### src/rtl/mha_pkg.sv
// Shared MHA datapath definitions: default row geometry, the score_max_sub
// state encoding and the saturation helper used by the row subtractor.
package mha_pkg;

  localparam int MHA_D_W = 8;
  localparam int MHA_NUM = 16;

  typedef enum logic [1:0] {
    S_LOAD = 2'd0,
    S_SUB  = 2'd1,
    S_HOLD = 2'd2
  } score_max_sub_state_e;

  // True when val falls below the most negative w-bit signed value.
  // The row differences are never positive, so only the low clamp exists.
  function automatic logic sat_below_min(input logic signed [31:0] val,
                                         input int unsigned w);
    logic signed [31:0] lim;
    lim = -(32'sd1 <<< (w - 1));
    return val < lim;
  endfunction

endpackage

### src/rtl/row_sat_sub.sv
// Combinational row-minus-scalar with clamp to the most negative D_W value.
module row_sat_sub
  import mha_pkg::*;
#(
  parameter int D_W = MHA_D_W,
  parameter int NUM = MHA_NUM
) (
  input  logic [0:NUM-1][D_W-1:0] row,
  input  logic [D_W-1:0]          scl,
  output logic [0:NUM-1][D_W-1:0] res
);

  logic signed [D_W:0] diff [NUM];

  always_comb begin
    for (int i = 0; i < NUM; i++) begin
      diff[i] = $signed({row[i][D_W-1], row[i]}) - $signed({scl[D_W-1], scl});
      res[i]  = sat_below_min(32'(diff[i]), D_W) ? {1'b1, {(D_W-1){1'b0}}}
                                                 : diff[i][D_W-1:0];
    end
  end

endmodule

### src/rtl/score_max_sub.sv
// Buffers one serial score row, tracks its maximum, then presents the
// max-subtracted row to the softmax and holds it until softmax completion.
//
// state  | meaning
// S_LOAD | accepting serial words, updating running max
// S_SUB  | one cycle: register row minus max into O_DATA, raise O_START
// S_HOLD | O_DATA/O_START frozen until softmax pulses I_SM_VLD
module score_max_sub
  import mha_pkg::*;
#(
  parameter int D_W = MHA_D_W,
  parameter int NUM = MHA_NUM
) (
  input  logic                    I_CLK,
  input  logic                    I_RST_N,
  input  logic                    I_VLD,
  input  logic [D_W-1:0]          I_DATA,
  output logic                    O_RDY,
  input  logic                    I_FLUSH,
  output logic                    O_START,
  output logic [0:NUM-1][D_W-1:0] O_DATA,
  input  logic                    I_SM_VLD
);

  localparam int CNT_W = $clog2(NUM);

  score_max_sub_state_e           state_q, state_nxt;
  logic [CNT_W-1:0]               cnt_q;
  logic [D_W-1:0]                 max_q, max_nxt;
  logic [0:NUM-1][D_W-1:0]        row_q;
  logic [0:NUM-1][D_W-1:0]        sub_res;
  logic                           xfer;
  logic                           last;

  assign xfer = I_VLD && O_RDY;
  assign last = (cnt_q == CNT_W'(NUM - 1));

  always_ff @(posedge I_CLK or negedge I_RST_N) begin
    if (!I_RST_N) state_q <= S_LOAD;
    else          state_q <= state_nxt;
  end

  always_comb begin
    state_nxt = state_q;
    if (I_FLUSH) begin
      state_nxt = S_LOAD;
    end else begin
      unique case (state_q)
        S_LOAD:  if (xfer && last) state_nxt = S_SUB;
        S_SUB:   state_nxt = S_HOLD;
        S_HOLD:  if (I_SM_VLD) state_nxt = S_LOAD;
        default: state_nxt = S_LOAD;
      endcase
    end
  end

  always_comb begin
    O_RDY = (state_q == S_LOAD);
  end

  // First word of a row seeds the max so nothing carries over between rows.
  always_comb begin
    max_nxt = max_q;
    if (cnt_q == '0)                          max_nxt = I_DATA;
    else if ($signed(I_DATA) > $signed(max_q)) max_nxt = I_DATA;
  end

  row_sat_sub #(
    .D_W (D_W),
    .NUM (NUM)
  ) u_row_sat_sub (
    .row (row_q),
    .scl (max_q),
    .res (sub_res)
  );

  always_ff @(posedge I_CLK or negedge I_RST_N) begin
    if (!I_RST_N) begin
      cnt_q   <= '0;
      max_q   <= '0;
      row_q   <= '0;
      O_START <= 1'b0;
      O_DATA  <= '0;
    end else if (I_FLUSH) begin
      cnt_q   <= '0;
      max_q   <= '0;
      O_START <= 1'b0;
      O_DATA  <= '0;
    end else begin
      if (xfer) begin
        row_q[cnt_q] <= I_DATA;
        max_q        <= max_nxt;
        cnt_q        <= cnt_q + CNT_W'(1);
      end
      unique case (state_q)
        S_SUB: begin
          O_DATA  <= sub_res;
          O_START <= 1'b1;
        end
        S_HOLD: begin
          if (I_SM_VLD) begin
            O_DATA  <= '0;
            O_START <= 1'b0;
          end
        end
        default: ;
      endcase
    end
  end

endmodule

### config.mk
export PLATFORM = sky130hd
export DESIGN_NAME = score_max_sub
export DESIGN_NICKNAME = d
export VERILOG_FILES = /design/src/rtl/mha_pkg.sv /design/src/rtl/row_sat_sub.sv /design/src/rtl/score_max_sub.sv
export SDC_FILE = /design/constraint.sdc
export NUM_CORES = 1
export LEC_CHECK = 0
export CAP_MARGIN = 25
export CELL_PAD_IN_SITES_DETAIL_PLACEMENT = 1
export CELL_PAD_IN_SITES_GLOBAL_PLACEMENT = 2
export CORE_ASPECT_RATIO = 1.4
export CORE_UTILIZATION = 42
export CTS_CLUSTER_SIZE = 40
export DETAILED_ROUTE_END_ITERATION = 12
export MAX_ROUTING_LAYER = met4
export PLACE_DENSITY = 0.94
export SLEW_MARGIN = 40
export SYNTH_ARGS = -nofsm -noshare
export SYNTH_HDL_FRONTEND = slang
export SYNTH_SLANG_ARGS = --single-unit
### constraint.sdc
create_clock -name I_CLK -period 5.8 [get_ports I_CLK]
set_input_delay 0.58 -clock I_CLK [delete_from_list [all_inputs] [get_ports I_CLK]]
set_output_delay 0.58 -clock I_CLK [all_outputs]
set_load 0.01 [all_outputs]
== Yosys cells after proc, flatten, opt, wreduce, memory -nomap -nowiden ==
Index checks and enable logic that the tools add are counted.
Storage, ports and cells
  input bits: 13
  flip-flop bits (word level): 271
Operators by class
  bitwise logic cells: 2
  reductions and logical operators: 12
  magnitude comparators: 19
  muxes and demuxes: 35
  add/sub/neg operators: 17
  eq/ne operators: 5
Operators with widths (count)
  two-way mux 128 bit: 2
  case mux 128 bit (2 select lines): 1
  two-way mux 8 bit: 21
  < comparator 9 x 8 -> 1 bit, second input constant: 16
  subtractor 8 x 8 -> 9 bit: 16
  bitwise mux 128 bit: 1
  demux 8 bit (select 4 bit): 1
  > comparator 8 bit: 1
  two-way mux 4 bit: 2
  AND reduction 2 bit: 4
  two-way mux 2 bit: 3
  case mux 2 bit (3 select lines): 1
  nonzero test 3 bit: 2
  >= comparator 5 bit, second input constant: 1
  < comparator 5 x 1 -> 1 bit, second input constant: 1
  inverter 4 -> 5 bit: 1
  adder 4 x 1 -> 4 bit, second input constant: 1
  equality test 4 bit, second input constant: 1
  logical NOT 4 bit: 1
  logical AND 1 bit: 3
  != test 3 x 1 -> 1 bit, second input constant: 1
  != test 3 bit, second input constant: 1
  equality test 2 x 1 -> 1 bit, second input constant: 1
  equality test 2 bit, second input constant: 1
  other kinds (5): 6

== Depth between registers and ports, before layout ==
  depth after elaboration: 6
  depth in mapped cells: 10
  gate-level depth less buffers: 10

== By module ==
A second synthesis with hierarchy kept.
Unflattened totals
  cells, all modules: 1569
  area total of the unflattened synthesis: 16682.2 µm²
Modules (own cells, without submodules)
  score_max_sub: times used 1, sequential area each 6781.5 µm², area an instance 10582.6 µm², cells an instance 774
  row_sat_sub: times used 1, sequential area each 0.0 µm², area an instance 6099.6 µm², cells an instance 795

== Least setup slack after synthesis ==
OpenSTA, ideal clock, no wires.
  path kind: register to register
  from: reg max_q[1]
  to: reg O_DATA[126] in the netlist's numbering
  library setup time: 0.121 ns
  cell stages (with the launch flop): 9
  slack: 2.449 ns
  data arrival time: 3.230 ns
  buffers on the path: 0
  clock period less this slack: 3.351 ns
  cell sequence: dfrtp_1 -> inv_1 -> fa_1 -> a21o_1 -> a21oi_1 -> o21ai_0 -> nor4_1 -> a21boi_4 -> a22o_1
Between the ends
  word-level cells in the longest chain between the ends: 5
Ends and longest elaborated chain
  start: declaration: RTL line score_max_sub.sv:29  | logic [D_W-1:0] max_q, max_nxt;
  start signal: assignment: RTL line score_max_sub.sv:92  | max_q <= max_nxt;
  subtractor 8 x 8 -> 9 bit *: RTL line row_sat_sub.sv:17  | diff[i] = $signed({row[i][D_W-1], row[i]}) - $signed({scl[D_W-1], scl});
  < comparator 9 x 8 -> 1 bit: RTL line mha_pkg.sv:20  | return val < lim;
  two-way mux 8 bit *: RTL line row_sat_sub.sv:18  | res[i] = sat_below_min(32'(diff[i]), D_W) ? {1'b1, {(D_W-1){1'b0}}}
  case mux 128 bit (2 select lines) *: RTL line score_max_sub.sv:95  | unique case (state_q)
  two-way mux 128 bit *: RTL line score_max_sub.sv:84  | end else if (I_FLUSH) begin
  end signal: assignment: RTL line score_max_sub.sv:97  | O_DATA <= sub_res;
  end: declaration: RTL line score_max_sub.sv:21  | output logic [0:NUM-1][D_W-1:0] O_DATA,
Every way passes the cells marked *; elsewhere a longest branch is shown, timed or not.
A chain may end at the register's enable or synchronous reset.

== Worst setup path in the final report ==
Ends and elaborated chain as after synthesis.

==> flow_summary.toml <==
[status]
outcome = "complete, but fails checks"
violations = "DRC"

[sta]
finalSetupViolations = 0
rsz0062_at_grt = "no"
timing.hold.ws_ns = 0.466
fin_crit_sh_pct = 59.3
worstMarginPinSlew_ns = 0.788
slew_viol_final = 0
fin_crit_ns = 3.44
hold_viol = 0
clock.fmax_mhz = 291
clock_skew_ns = 0.0156
tns_ns = 0
relSlewSlack_pct = 47.5

[routing]
drtIter0Drc = 412
num_vias = 12300
wl_met3_mm = 1.52
drcViolationCount = 8
top_layer = "met4"
met1Wirelength_mm = 19.0
totalWireLength_mm = 45.6
wl_met2_mm = 23.4
vias_per_cell = 5.80
dr.pass1.iters = 11
ant_nets = 0
routedWlPerCell_um = 21.6

[layout]
final-seq-area_mm2 = 0.00678
fillCellCount = 3974
area_growth_pct = 19.3
final_nets = 1796
final_util_pct = 51.1
multi_input_area_mm2 = 0.00855
final_cell_mix = "dfrtp_1 (270), ha_1 (140), clkdlybuf4s50_1 (140)"
final_common_cell = "dfrtp_1"
drive_gt1_share_pct = 13.1
final-instance-count-excl-fill = 2115
antenna_cells = 0

[worst_setup_path]
crit_buf_inv = 1
cp_data_arrival_time_ns = 3.88
cp.required_ns = 6.24
critPathMaxFanout = 18
cp_cell_sequence = "inv_2 > fa_1 > a21o_1 > a21oi_1 > o21ai_0 > nor4_1 > a21boi_4 > a22o_1"
worstSetupPathType = "flop to flop"
crit_path_start_kind = "flop"
crit_path_end_kind = "flop"
cpMaxStageDelayCell = "dfrtp_2"
rrSetupSlack_ns = 2.36
slowest_delay_ns = 0.88
critical-path-top-delay-family = "compound AO/OA/AOI/OAI gates"

[yosys]
yosys_warnings = 0
syn_nets = 1638
synth_enable_flop_cells = 0
synthTopCellsByArea = "dfrtp_1 (43%), ha_1 (11%), mux2_2 (8.0%), a22o_1 (4.9%), xnor2_1 (2.7%)"
yosysTopAreaCellShare_pct = 42.9
synthFlopType = "dfrtp_1"
syn_inst = 1469
ys_seq_area_share_pct = 42.9
synth.distinct_cells = 74
synthArstFlopShare_pct = 100
ys_seq_elements = 271
syn_area_mm2 = 0.0158
yosys.area.top_type = "dfrtp_1"
syn-mean-instance-area_um2 = 10.8

[placed_design]
dp.cells = 2063
hpwl_mm = 31.8
portBuffers = 142
place.gp.congestion = 0.851

[floorplanning]
dieHeight_um = 231
start_util_pct = 42.9
dieArea_mm2 = 0.0384
core_area_mm2 = 0.0369
rows = 83
die_width_um = 166
io_pins = 143

[clock_network]
cts_tree = "yes"
clockBufferDepth = 3
ctsHtreeMaxLevel = 1
clock_latency_ns = 0.56
cts_root_buf = "clkbuf_16"
cts.sinks = 271
cts_resized = 0
post_cts_buffers = 0
ctsHoldBuffers = 1
cts_buffers = 28
path_clk_slew_ns = 0.06

[power_and_ir_drop]
vdd_drop_max_v = 0.000167
power.leakage_nw = 8.89
powerDensity_mw_per_mm2 = 292

[global_route]
grt_pass1_vias = 13500
antenna_found_initial = 0
overflow = 0
grt_use_total_pct = 24.8
grt_max_degree = 132
grt_pass1_wl_mm = 73.1

[min_path]
min_path_type = "input port to flop"

[run]
cap_violations = 0
-- synth_stat cells (8+ instances only) --
library cell and count:
dfrtp_1 271, a32o_1 10, mux2i_1 14, a211oi_1 11, or2_2 9, a31oi_1 8, o211ai_1 8, o21ai_0 71
a22o_1 89, nand2_1 93, ha_1 140, o21a_1 29, fa_1 16, nor2b_1 29, clkbuf_1 28, nand2b_1 28
nor2_1 98, xnor2_1 48, nor3_1 22, a21o_1 16, mux2_2 112, nor4_1 9, xor2_1 21, inv_1 93
a21oi_1 69, nand3_1 9, o31ai_1 11
-- power breakdown --
part | total (mW) | switching, mW | internal [mW]
Combinational | 1.53 | 0.904 | 0.624
Sequential | 2.03 | 0.0621 | 1.97
Clock | 1.95 | 0.773 | 1.18
Total | 5.51 | 1.74 | 3.77
-- through the flow --
stage / cell area [um^2] / power, mW / setup WS (ns)
2_1_floorplan: 15800 / 3.13 / 2.45
3_3_place_gp: 17800 / 3.52 / 2.03
3_5_place_dp: 17800 / 3.58 / 2.33
4_1_cts: 18900 / 5.56 / 2.31
5_1_grt: 18800 / 5.77 / 2.19
6_report: 18800 / 5.51 / 2.36
-- state kept, by name (all words and copies together), names as in the netlist --
name     cells
O_DATA     128
row_q      128
max_q        8
cnt_q        4
state_q      2
O_START      1
-- worst paths after layout --
path	startpoint	end	cells past startpoint
setup / recovery	max_q[1]	O_DATA[126]	8
hold / removal	I_FLUSH	cnt_q[3]	2
setup reg to reg	max_q[1]	O_DATA[126]	8
hold reg to reg	O_DATA[23]	O_DATA[23]	2
max in group asynchronous	I_RST_N	O_DATA[105]	3
min in group asynchronous	I_RST_N	O_DATA[98]	2
-- metal layers --
layer / track usage, % / vias up
li1: - / 5641
met1: 28.7 / 6298
met2: 43.8 / 230
met3: 2.94 / 104
met4: 9.96 / 0
met5: - / -
-- area by class of cell --
cell class              instances  share of cell area (%)
multi-input cells            1073                    45.4
repair buffers                160                    8.42
well taps                     467                    3.10
clock inverters                 8                   0.763
inverters                      93                    1.85
clock buffers                  43                    4.50
flip-flops and latches        271                    36.0
-- kinds of logic after synthesis --
logic type	Yosys count	share of synthesized area [%]
compound gates	389	17.9
buf+inv	125	3.00
flops	271	42.9
fa+ha+maj	156	13.1
xor+xnor	69	3.83
mux	126	8.87
simple gates	333	10.4
No activity file was read; power rests on OpenSTA's default activity.
